[src/rtl/uart_tx_fifo.sv]
// uart_tx_fifo: byte FIFO that drains into the UART tx_data/tx_valid/tx_busy handshake.
// Ports: clk/rst; wr_data/wr_en/flush/enable/overflow_clr in; full/almost_full/level/overflow/idle out; tx_data/tx_valid out, tx_busy in.
module uart_tx_fifo #(
  parameter int DEPTH_LOG2 = 4,
  parameter int AF_THRESH  = 12
) (
  input  logic                  clk,
  input  logic                  rst,
  input  logic [7:0]            wr_data,
  input  logic                  wr_en,
  input  logic                  flush,
  input  logic                  enable,
  input  logic                  overflow_clr,
  output logic                  full,
  output logic                  almost_full,
  output logic [DEPTH_LOG2:0]   level,
  output logic                  overflow,
  output logic                  idle,
  output logic [7:0]            tx_data,
  output logic                  tx_valid,
  input  logic                  tx_busy
);

  localparam int DEPTH = 1 << DEPTH_LOG2;
  localparam int LW    = DEPTH_LOG2 + 1;
  localparam int PW    = DEPTH_LOG2;

  typedef enum logic [1:0] {
    S_IDLE,
    S_SEND,
    S_WAIT_HI,
    S_WAIT_LO
  } state_t;

  state_t state;
  state_t state_nxt;

  logic [7:0]    mem [DEPTH];
  logic [PW-1:0] wr_ptr;
  logic [PW-1:0] rd_ptr;
  logic [LW-1:0] lvl;
  logic          ovf;
  logic [7:0]    data_q;

  logic          wr_ok;
  logic          wr_drop;
  logic          start;
  logic          pop;

  // Status flags come only from registered level/state.
  assign full        = (lvl == LW'(DEPTH));
  assign almost_full = (lvl >= LW'(AF_THRESH));
  assign level       = lvl;
  assign overflow    = ovf;
  assign idle        = (lvl == '0) && (state == S_IDLE);
  assign tx_data     = data_q;

  // A flush swallows a concurrent write without flagging overflow.
  assign wr_ok   = wr_en & ~full & ~flush;
  assign wr_drop = wr_en &  full & ~flush;

  // Conditions for launching the next byte from IDLE.
  assign start = (state == S_IDLE) && (lvl != '0) &&
                 enable && !tx_busy && !flush;

  // State register
  always_ff @(posedge clk) begin
    if (rst) begin
      state <= S_IDLE;
    end else begin
      state <= state_nxt;
    end
  end

  // Next-state logic
  always_comb begin
    state_nxt = state;
    unique case (state)
      S_IDLE: begin
        if (start) state_nxt = S_SEND;
      end
      S_SEND: begin
        state_nxt = S_WAIT_HI;
      end
      S_WAIT_HI: begin
        if (tx_busy) state_nxt = S_WAIT_LO;
      end
      S_WAIT_LO: begin
        if (!tx_busy) state_nxt = S_IDLE;
      end
      default: begin
        state_nxt = S_IDLE;
      end
    endcase
  end

  // Output logic
  always_comb begin
    tx_valid = 1'b0;
    pop      = 1'b0;
    unique case (state)
      S_IDLE:    pop      = start;
      S_SEND:    tx_valid = 1'b1;
      S_WAIT_HI: tx_valid = 1'b0;
      S_WAIT_LO: tx_valid = 1'b0;
      default:   tx_valid = 1'b0;
    endcase
  end

  // Storage array; contents need no reset.
  always_ff @(posedge clk) begin
    if (wr_ok) begin
      mem[wr_ptr] <= wr_data;
    end
  end

  // Pointers and level.  Level is kept separately so
  // full and empty never need pointer comparison.
  always_ff @(posedge clk) begin
    if (rst) begin
      wr_ptr <= '0;
      rd_ptr <= '0;
      lvl    <= '0;
    end else if (flush) begin
      rd_ptr <= wr_ptr;
      lvl    <= '0;
    end else begin
      if (wr_ok) wr_ptr <= wr_ptr + PW'(1);
      if (pop)   rd_ptr <= rd_ptr + PW'(1);
      unique case ({wr_ok, pop})
        2'b10:   lvl <= lvl + LW'(1);
        2'b01:   lvl <= lvl - LW'(1);
        default: lvl <= lvl;
      endcase
    end
  end

  // The serializer samples tx_data directly, so it
  // only changes when the next byte is popped.
  always_ff @(posedge clk) begin
    if (rst) begin
      data_q <= 8'h00;
    end else if (pop) begin
      data_q <= mem[rd_ptr];
    end
  end

  // Sticky overflow; a new drop beats a clear.
  always_ff @(posedge clk) begin
    if (rst) begin
      ovf <= 1'b0;
    end else if (wr_drop) begin
      ovf <= 1'b1;
    end else if (overflow_clr) begin
      ovf <= 1'b0;
    end
  end

endmodule

[config.mk]
export PLATFORM = sky130hd
export DESIGN_NAME = uart_tx_fifo
export DESIGN_NICKNAME = d
export VERILOG_FILES = /design/src/rtl/uart_tx_fifo.sv
export SDC_FILE = /design/constraint.sdc
export NUM_CORES = 1
export LEC_CHECK = 0
export ABC_AREA = 0
export CORE_MARGIN = 2
export CORE_UTILIZATION = 40
export CTS_BUF_LIST = sky130_fd_sc_hd__clkbuf_16
export CTS_CLUSTER_DIAMETER = 200
export DETAILED_ROUTE_END_ITERATION = 10
export GPL_TIMING_DRIVEN = 0
export SETUP_SLACK_MARGIN = 0.3
export SLEW_MARGIN = 20
export SYNTH_ARGS = -nofsm -noshare
export SYNTH_HDL_FRONTEND = slang
export SYNTH_SLANG_ARGS = --single-unit
[constraint.sdc]
create_clock -name clk -period 2.6 [get_ports clk]
set_input_delay 0.26 -clock clk [delete_from_list [all_inputs] [get_ports clk]]
set_output_delay 0.26 -clock clk [all_outputs]
set_load 0.01 [all_outputs]
# After elaboration in Yosys (flattened, before gate mapping)
# Memories as Yosys holds them, arrays and structs flattened. A register that Yosys moved wholly into a read port is not among the register bits.
# Index checks and enable logic that the tools add are counted.
# totals
ramBits	128
memories	1
ff_bits	16
inputBits	15
output_inout_bits	18
# classes
n_mux	13
magnitude_cmp	1
n_addsub	4
n_eq_ne	9
reduce_logical	16
bitwise	6
# memory_table
name	depth	width	read_ports	rd_ports_with_merged_regs	wr	line	source
mem	16	8	1	1	1	38	logic [7:0] mem [DEPTH];
# ops
operator	count
5-bit case mux with 2 select lines	1
4-bit by 1-bit adder with 4-bit output (second input constant)	2
4-bit 2-to-1 mux	2
2-bit case mux with 4 select lines	1
2-bit equality test (second input constant)	3
1-bit 2-to-1 mux	6
2-bit 2-to-1 mux	3
2-bit != test (second input constant)	3
2-bit nonzero test	3
5-bit by 1-bit adder with 5-bit output (second input constant)	1
5-bit equality test (second input constant)	1
5-bit by 4-bit greater-or-equal comparator with 1-bit output (second input constant)	1
1-bit logical AND	5
5-bit logical NOT	1
5-bit nonzero test	1
5-bit by 1-bit subtractor with 5-bit output (second input constant)	1
1-bit AND	4
2-bit by 1-bit equality test with 1-bit output (second input constant)	2
3-bit AND reduction	1
1-bit logical NOT	2
2-bit logical NOT	1
1-bit NOT	2
2-bit AND reduction	1
2-bit OR reduction	1

# Logic depth before layout (Yosys ltp)
# Gate-level depths: netlist (run 1).
# depth
depth_word	8
mapped_depth	14
mapped_depth_nobuf	11

# Worst setup path before layout (run 1)
# OpenSTA, ideal clock, no wires.
# synth_timing
path_kind	reg2reg
start	reg lvl[1], in the netlist level[1]
end	reg lvl[2], in the netlist level[2]
setup_slack_ps	-136
path_stages_with_launch	14
setup_time_ps	70
arrival_time_ps	2666
n_path_buf	4
path_cell_list	dfxtp_1 clkbuf_2 nor4_4 a211oi_4 buf_6 buf_12 ha_1 clkbuf_1 xor2_1 ha_1 a21oi_1 xnor2_1 or3_1 a21oi_1
# synth_via
elab_chain_len	8
elab_cells_between_ends	16
# synth_lines
element	line	source
start, declared	41	logic [LW-1:0] lvl;
start signal, assigned	131	2'b10: lvl <= lvl + LW'(1);
start signal, assigned	132	2'b01: lvl <= lvl - LW'(1);
start signal, assigned	133	default: lvl <= lvl;
5-bit nonzero test *	63	assign start = (state == S_IDLE) && (lvl != '0) &&
1-bit logical AND * (2 in series)	63	
1-bit logical AND * (2 in series)	64	enable && !tx_busy && !flush;
1-bit 2-to-1 mux *	101	unique case (state)
named net pop	48	logic pop;
2-bit by 1-bit equality test with 1-bit output or 2-bit equality test (tied branches)	130	unique case ({wr_ok, pop})
5-bit case mux with 2 select lines or 2-bit nonzero test (tied branches)	--	
# Mark *: on every way through the listed nets, which the timed path passes. The rest lies on a longest branch.
# A chain may end at the register's enable or synchronous reset.

# Worst setup path after layout (run 1)
# layout_timing
start	reg lvl[0], in the netlist level[0]
end	reg lvl[4], in the netlist level[4]
# Same word-level chain as after synthesis.

==> key figures, run 1 <==
Outcome
  • Status: finished, final reports clean

Hold path
  • WHS Path Cells: 2
  • Hold WC Path Type: in -> reg
  • Hold Startpoint: flush
  • Hold endpoint: rd_ptr[2]

Worst setup path
  • Critical Path AT: 2.86 ns
  • Worst-path fanout max: 4
  • Critical path type: reg -> reg
  • Type of origin of the critical path: flop
  • Critical path cell sequence: nor4_4 -> buf_4 -> a211oi_4 -> buf_6 -> buf_12 -> ha_4 -> buf_8 -> xor2_1 -> ha_2 -> a21oi_4 -> nand4b_1 -> a31oi_2 -> mux2i_1
  • Worst reg2reg endpoint: level[4]
  • Slowest-stage cell, CP: dfxtp_4
  • WP data required: 2.95 ns
  • Reg2reg start: level[0]
  • Critical Path End Type: flop
  • Reg2Reg Depth: 13
  • Critical Path Max Stage Delay: 0.37 ns
  • R2R setup slack: 0.1 ns

Global routing
  • Vias in the first global route: 3789
  • Overall Global Routing Usage: 17.6%
  • First-pass GRT wire length: 21400 um
  • Initial antenna violation count: 0
  • Global route total overflow: 0
  • Largest net degree at the start of global routing: 17

Clock network
  • Max Root-Sink Buffers: 2
  • CTS tree: built
  • Root Buffer: clkbuf_16
  • CTS sink cnt: 152
  • Cts hold-fix bufs: 0
  • Worst skew pair latency: 0.43 ns
  • H-tree levels: 4
  • Total CTS buffers: 17
  • Reg clk slew, reported paths: 0.06 ns

Drt
  • Pre-Repair DR Iteration Count: 5
  • Drt via density: 5.32
  • 1st-iter DRT viols: 362
  • Final WL: 13700 um
  • Wire per inst: 19.7 um
  • Vias: 3689
  • Drt drc: 0
  • Detail Route Antenna Nets: 0

Floorplan
  • Die area: 16800 um2
  • Initial Util: 41.2%
  • Die Wd: 130 um
  • Die height: 130 um
  • Top Ports: 33
  • Core ar.: 15300 um2
  • Rows: 45

Synth
  • Cells after Synth: 401
  • Seq cells post-synth: 152
  • Post-synthesis sequential area ratio: 68.5%
  • Synthesized area: 6310 um2
  • Synth unique cells: 47
  • Synth Area per Inst: 15.7 um2
  • Ys flop type: edfxtp_1
  • Post-synth EDFFs: 128
  • Ys Warns: 0
  • Ys async rst share: 0%
  • Mapped Nets: 429

Layout
  • Non-filler instance count after layout: 694
  • Area Overhead vs Synth: 24.6%
  • Share of cells above drive strength 1: 24.6%
  • Ant. Diodes: 0
  • Final #Nets: 498
  • Final cell utilization of the core: 51.3%

Timing
  • Max-slew violation count: 0
  • Final setup viols: 0
  • Tcrit/Tclk final: 96.3%
  • Tmin final: 2.50 ns
  • Achievable clock frequency: 0.399 GHz
  • Worst-margin pin slew: 0.825 ns
  • Max transition margin: 44.8%
  • Final hold vios: 0
  • Clock skew: 0.00726 ns
  • RSZ-0062 raised after global routing: true

Power
  • Leak Pwr: 2.58 nW
  • Pwr/cell area: 735 nW/um2
  • Max rail drop VDD: 0.000575 V

Place
  • HPWL Detailed: 8940 um
  • GPL Wtd Cong: 0.788
  • Placed cells: 643
  • I/O Buffers: 31

Flow run
  • Max cap viols: 0
## through the flow
stage / setup TNS (ns) / setup WS, ns / area (um2) / hold WS, ns / total power, mW
6_report: 0 / 0.0968 / 7860 / 0.0595 / 5.78
5_1_grt: -0.0258 / -0.0141 / 7860 / 0.0555 / 5.97
4_1_cts: 0 / 0.0317 / 7770 / 0.0477 / 5.79
3_5_place_dp: -5.11 / -0.434 / 6950 / 0.496 / 3.14
3_3_place_gp: -10.71 / -0.408 / 6930 / 0.496 / 3.13
2_1_floorplan: 0 / 0.103 / 6360 / 0.359 / 2.97
## cells by family after synthesis
family | synth area share, %
XOR/XNOR | 1.25
flip-flops | 68.5
AND/OR/NAND/NOR | 5.95
buffers and inverters | 2.70
AO/OA/AOI/OAI | 7.43
multiplexers | 11.6
adder cells (fa/ha/maj) | 2.58
## state kept, by name, indices dropped and copies added (netlist names)
signal	count
tx_data	8
state	2
wr_ptr	4
mem	128
rd_ptr	4
level	5
overflow	1
## power breakdown
part / switching [mW] / internal (mW)
sequential: 0.0222 / 2.67
combinational: 0.245 / 0.186
clock: 1.03 / 1.63
## Yosys cell counts, types with 2 or more instances
library cell / n / area (um2)
edfxtp_1: 128 / 3840
mux2i_1: 37 / 370
dfxtp_1: 24 / 480
nor2_1: 22 / 82.6
nand2_1: 21 / 78.8
o22ai_1: 17 / 106
mux4_2: 16 / 360
a211oi_1: 13 / 97.6
ha_1: 13 / 163
clkbuf_1: 11 / 41.3
inv_1: 11 / 41.3
a31oi_1: 9 / 56.3
o21ai_0: 9 / 45.0
a21oi_1: 6 / 30.0
nor3_1: 6 / 30.0
xnor2_1: 6 / 52.6
buf_2: 5 / 25.0
nor2b_1: 5 / 31.3
buf_1: 4 / 15.0
or3_1: 3 / 18.8
xor2_1: 3 / 26.3
a2111oi_2: 2 / 30.0
a22oi_1: 2 / 15.0
buf_6: 2 / 22.5
nand2b_1: 2 / 12.5
nand3_1: 2 / 10.0
nand3b_1: 2 / 15.0
## final cells by class
| cell class | count | area, um2 |
|---|---|---|
| fill | 1286 | 7450 |
| sequential | 152 | 4340 |
| multi-input combinational | 214 | 1960 |
| timing repair buffer | 50 | 462 |
| clock buffer | 17 | 425 |
| tap | 211 | 264 |
| clock inverter | 15 | 213 |
| buffer | 24 | 166 |
| inverter | 11 | 41.3 |
## cells in the final DEF, fill, tap and decap left out, drive strengths merged, types with 14 or more instances in the layout
master / count
a211oi: 14
mux2i: 37
nand2: 21
o22ai: 17
dfxtp: 24
inv: 20
nor2: 22
clkbuf: 27
edfxtp: 128
buf: 33
clkdlybuf4s50: 29
mux4: 16
## layer usage
layer	track usage (%)	routed length [um]	vias to the layer above
met1	23.0	6060	1872
met3	4.71	642	22
met4	6.58	296	0
met2	28.3	6670	91
met5	0	0	-
li1	-	-	1704
## how the worst max path moves through the flow
stage,startpoint,endpoint,slack [ns]
floorplan,flush,level[4],0.10
global placement,tx_busy,level[4],-0.41
detailed placement,tx_busy,level[4],-0.43
CTS,level[1],level[2],0.03
global route,level[0],level[4],-0.01
finish,level[0],level[4],0.1
## critical path, delay by kind of cell (launching register included)
| kind | cells | cell delay [ns] |
|---|---|---|
| fa+ha+maj | 2 | 0.36 |
| flops | 1 | 0.37 |
| compound gates | 3 | 0.35 |
| xor+xnor | 1 | 0.15 |
| mux | 1 | 0.20 |
| simple gates | 2 | 0.45 |
| buf+inv | 4 | 0.55 |
## timing repair
action	CTS	global route
buffers inserted	14	5
gates resized for setup	22	19
setup endpoints to repair	102	58
hold endpoints to repair	0	0
pin swaps	7	6
No activity file was read; power rests on OpenSTA's default activity.
==> run 2: changes to the inputs <==
- GPL_ROUTABILITY_DRIVEN: not set -> 0
- MAX_ROUTING_LAYER: not set -> met4
==> run 2 against run 1 <==
  * Worst setup slack worse by 0.0020 ns
  * Flip-flop and latch count stayed put
  * Register-to-register slack hardly changed
  * Critical path type unchanged
==> key figures, run 2 (synthesized netlist as in run 1, its figures left out) <==
Outcome
  • Status: finished, final reports clean

Clock network
  • H-tree levels: 4
  • Reg clk slew, reported paths: 0.06 ns
  • Total CTS buffers: 17
  • CTS sink cnt: 152
  • CTS tree: built
  • Root Buffer: clkbuf_16
  • Cts hold-fix bufs: 0
  • Max Root-Sink Buffers: 2
  • Worst skew pair latency: 0.43 ns

Layout
  • Filler cell count: 1286
  • Ant. Diodes: 0
  • Final cell utilization of the core: 51.3%
  • Max reg flops: 128
  • Share of cells above drive strength 1: 24.6%
  • Leading cell type in the layout, fill and taps excluded: edfxtp_1
  • Final #Nets: 498
  • Most flop-heavy register: mem
  • Final instance area: 7860 um2
  • Area Overhead vs Synth: 24.6%
  • Most frequent cells in the layout: edfxtp_1 (128), mux2i_1 (37), clkdlybuf4s50_1 (29)

Worst setup path
  • WP data required: 2.95 ns
  • Type of origin of the critical path: flop
  • Critical Path AT: 2.86 ns
  • Critical Path Max Stage Delay: 0.37 ns
  • Critical path type: reg -> reg
  • Critical Path End Type: flop
  • Worst-path fanout max: 4
  • Critical path cell sequence: nor4_4 -> buf_4 -> a211oi_4 -> buf_6 -> buf_12 -> ha_4 -> buf_8 -> xor2_1 -> ha_2 -> a21oi_4 -> nand4b_1 -> a31oi_2 -> mux2i_1
  • Slowest-stage cell, CP: dfxtp_4

Place
  • HPWL Detailed: 8940 um
  • Placed cell areas: 6950 um2
  • I/O Buffers: 31

Power
  • Net load switching power: 1.29 mW
  • Cell-internal power: 4.48 mW
  • Flop pwr share: 46.5%
  • Leak Pwr: 2.58 nW
  • Pwr/cell area: 735 nW/um2
  • Switching share of power: 22.4%
  • Comb power frac: 7.4%
  • Max rail drop VDD: 0.000575 V
  • Clk network pwr share: 46.0%
  • Total power: 5.78 mW

Global routing
  • First-pass GRT wire length: 21400 um
  • Initial antenna violation count: 0
  • Vias in the first global route: 3796
  • Overall Global Routing Usage: 18.2%
  • Global route total overflow: 0
  • Largest net degree at the start of global routing: 17

Drt
  • Pre-Repair DR Iteration Count: 7
  • Vias: 3675
  • Final WL: 13700 um
  • Drt via density: 5.30
  • Detail Route Antenna Nets: 0
  • 1st-iter DRT viols: 350
  • Drt drc: 0
  • Wire per inst: 19.7 um

Timing
  • Tmin final: 2.51 ns
  • Final hold vios: 0
  • Final setup viols: 0
  • Max-slew violation count: 0
  • Tcrit/Tclk final: 96.4%
  • Worst-margin pin slew: 0.829 ns
  • Fin Setup TNS: 0 ns
  • Clock skew: 0.00868 ns
  • Max transition margin: 44.6%
  • Achievable clock frequency: 0.399 GHz
  • RSZ-0062 raised after global routing: true

Hold path
  • Hold WC Path Type: in -> reg

Floorplan
  • Top Ports: 33
  • Die height: 130 um
  • Initial Util: 41.2%
  • Core ar.: 15300 um2
  • Die area: 16800 um2
  • Die Wd: 130 um
  • Rows: 45

Flow run
  • Max cap viols: 0
[run 2: cell counts in the layout (fill, tap and decap cells not counted)]
Identical to the previous run, type by type.
[run 2: power groups by stage]
| stage | clock, mW | sequential [mW] | combinational, mW |
|---|---|---|---|
| after global routing | 2.80 | 2.69 | 0.474 |
| after detailed placement | 0 | 2.74 | 0.398 |
| final | 2.66 | 2.69 | 0.430 |
| after floorplan | 0 | 2.74 | 0.238 |
| after global placement | 0 | 2.74 | 0.387 |
| after CTS | 2.70 | 2.69 | 0.407 |
[run 2: area by class of cell]
| cell class | count | area, um2 | share of cell area (%) |
|---|---|---|---|
| well taps | 211 | 264 | 3.36 |
| plain buffers | 24 | 166 | 2.12 |
| multi-input cells | 214 | 1960 | 24.9 |
| clock inverters | 15 | 213 | 2.70 |
| inverters | 11 | 41.3 | 0.525 |
| flip-flops and latches | 152 | 4340 | 55.1 |
| clock buffers | 17 | 425 | 5.41 |
| repair buffers | 50 | 462 | 5.87 |
[run 2: timing repair]
action | in CTS | in global routing
setup buffers | 14 | 5
resized for setup | 22 | 19
setup endpoints to repair | 102 | 58
pin swaps | 7 | 6
[run 2: critical path: cells and delay by family, from the launching register on]
family          cells  cell delay, ns
fa+ha+maj           2            0.36
xor+xnor            1            0.15
simple gates        2            0.45
buf+inv             4            0.55
mux                 1            0.20
flops               1            0.37
compound gates      3            0.35
[run 2: metrics by stage]
step	setup slack, ns	hold WS, ns	std cells
2_1_floorplan	0.103	0.359	401
3_5_place_dp	-0.434	0.496	643
5_1_grt	-0.0141	0.0572	694
3_3_place_gp	-0.408	0.496	643
4_1_cts	0.0317	0.0477	689
6_report	0.0948	0.0640	694
[run 2: metal layers]
| metal | part of all wire, % | vias to the layer above | GRT usage (%) |
|---|---|---|---|
| met5 | 0 | - | - |
| met4 | 1.8 | 0 | 6.58 |
| met3 | 4.0 | 22 | 4.71 |
| met2 | 49 | 84 | 28.4 |
| met1 | 45 | 1864 | 23.0 |
| li1 | - | 1705 | - |
[run 2: worst paths after layout]
| check | slack [ns] | startpoint | end | cells past startpoint |
|---|---|---|---|---|
| setup / recovery | 0.09 | level[0] | level[4] | 13 |
| hold / removal | 0.06 | flush | rd_ptr[2] | 2 |
| setup reg to reg | 0.09 | level[0] | level[4] | 13 |
| hold reg to reg | 0.51 | level[3] | level[3] | 2 |
==> run 3: changes to the inputs <==
- CTS_CLUSTER_DIAMETER: 200 -> 100
==> results of run 3 <==
Same layout as run 2: the final DEF is identical, and so are final timing and power.
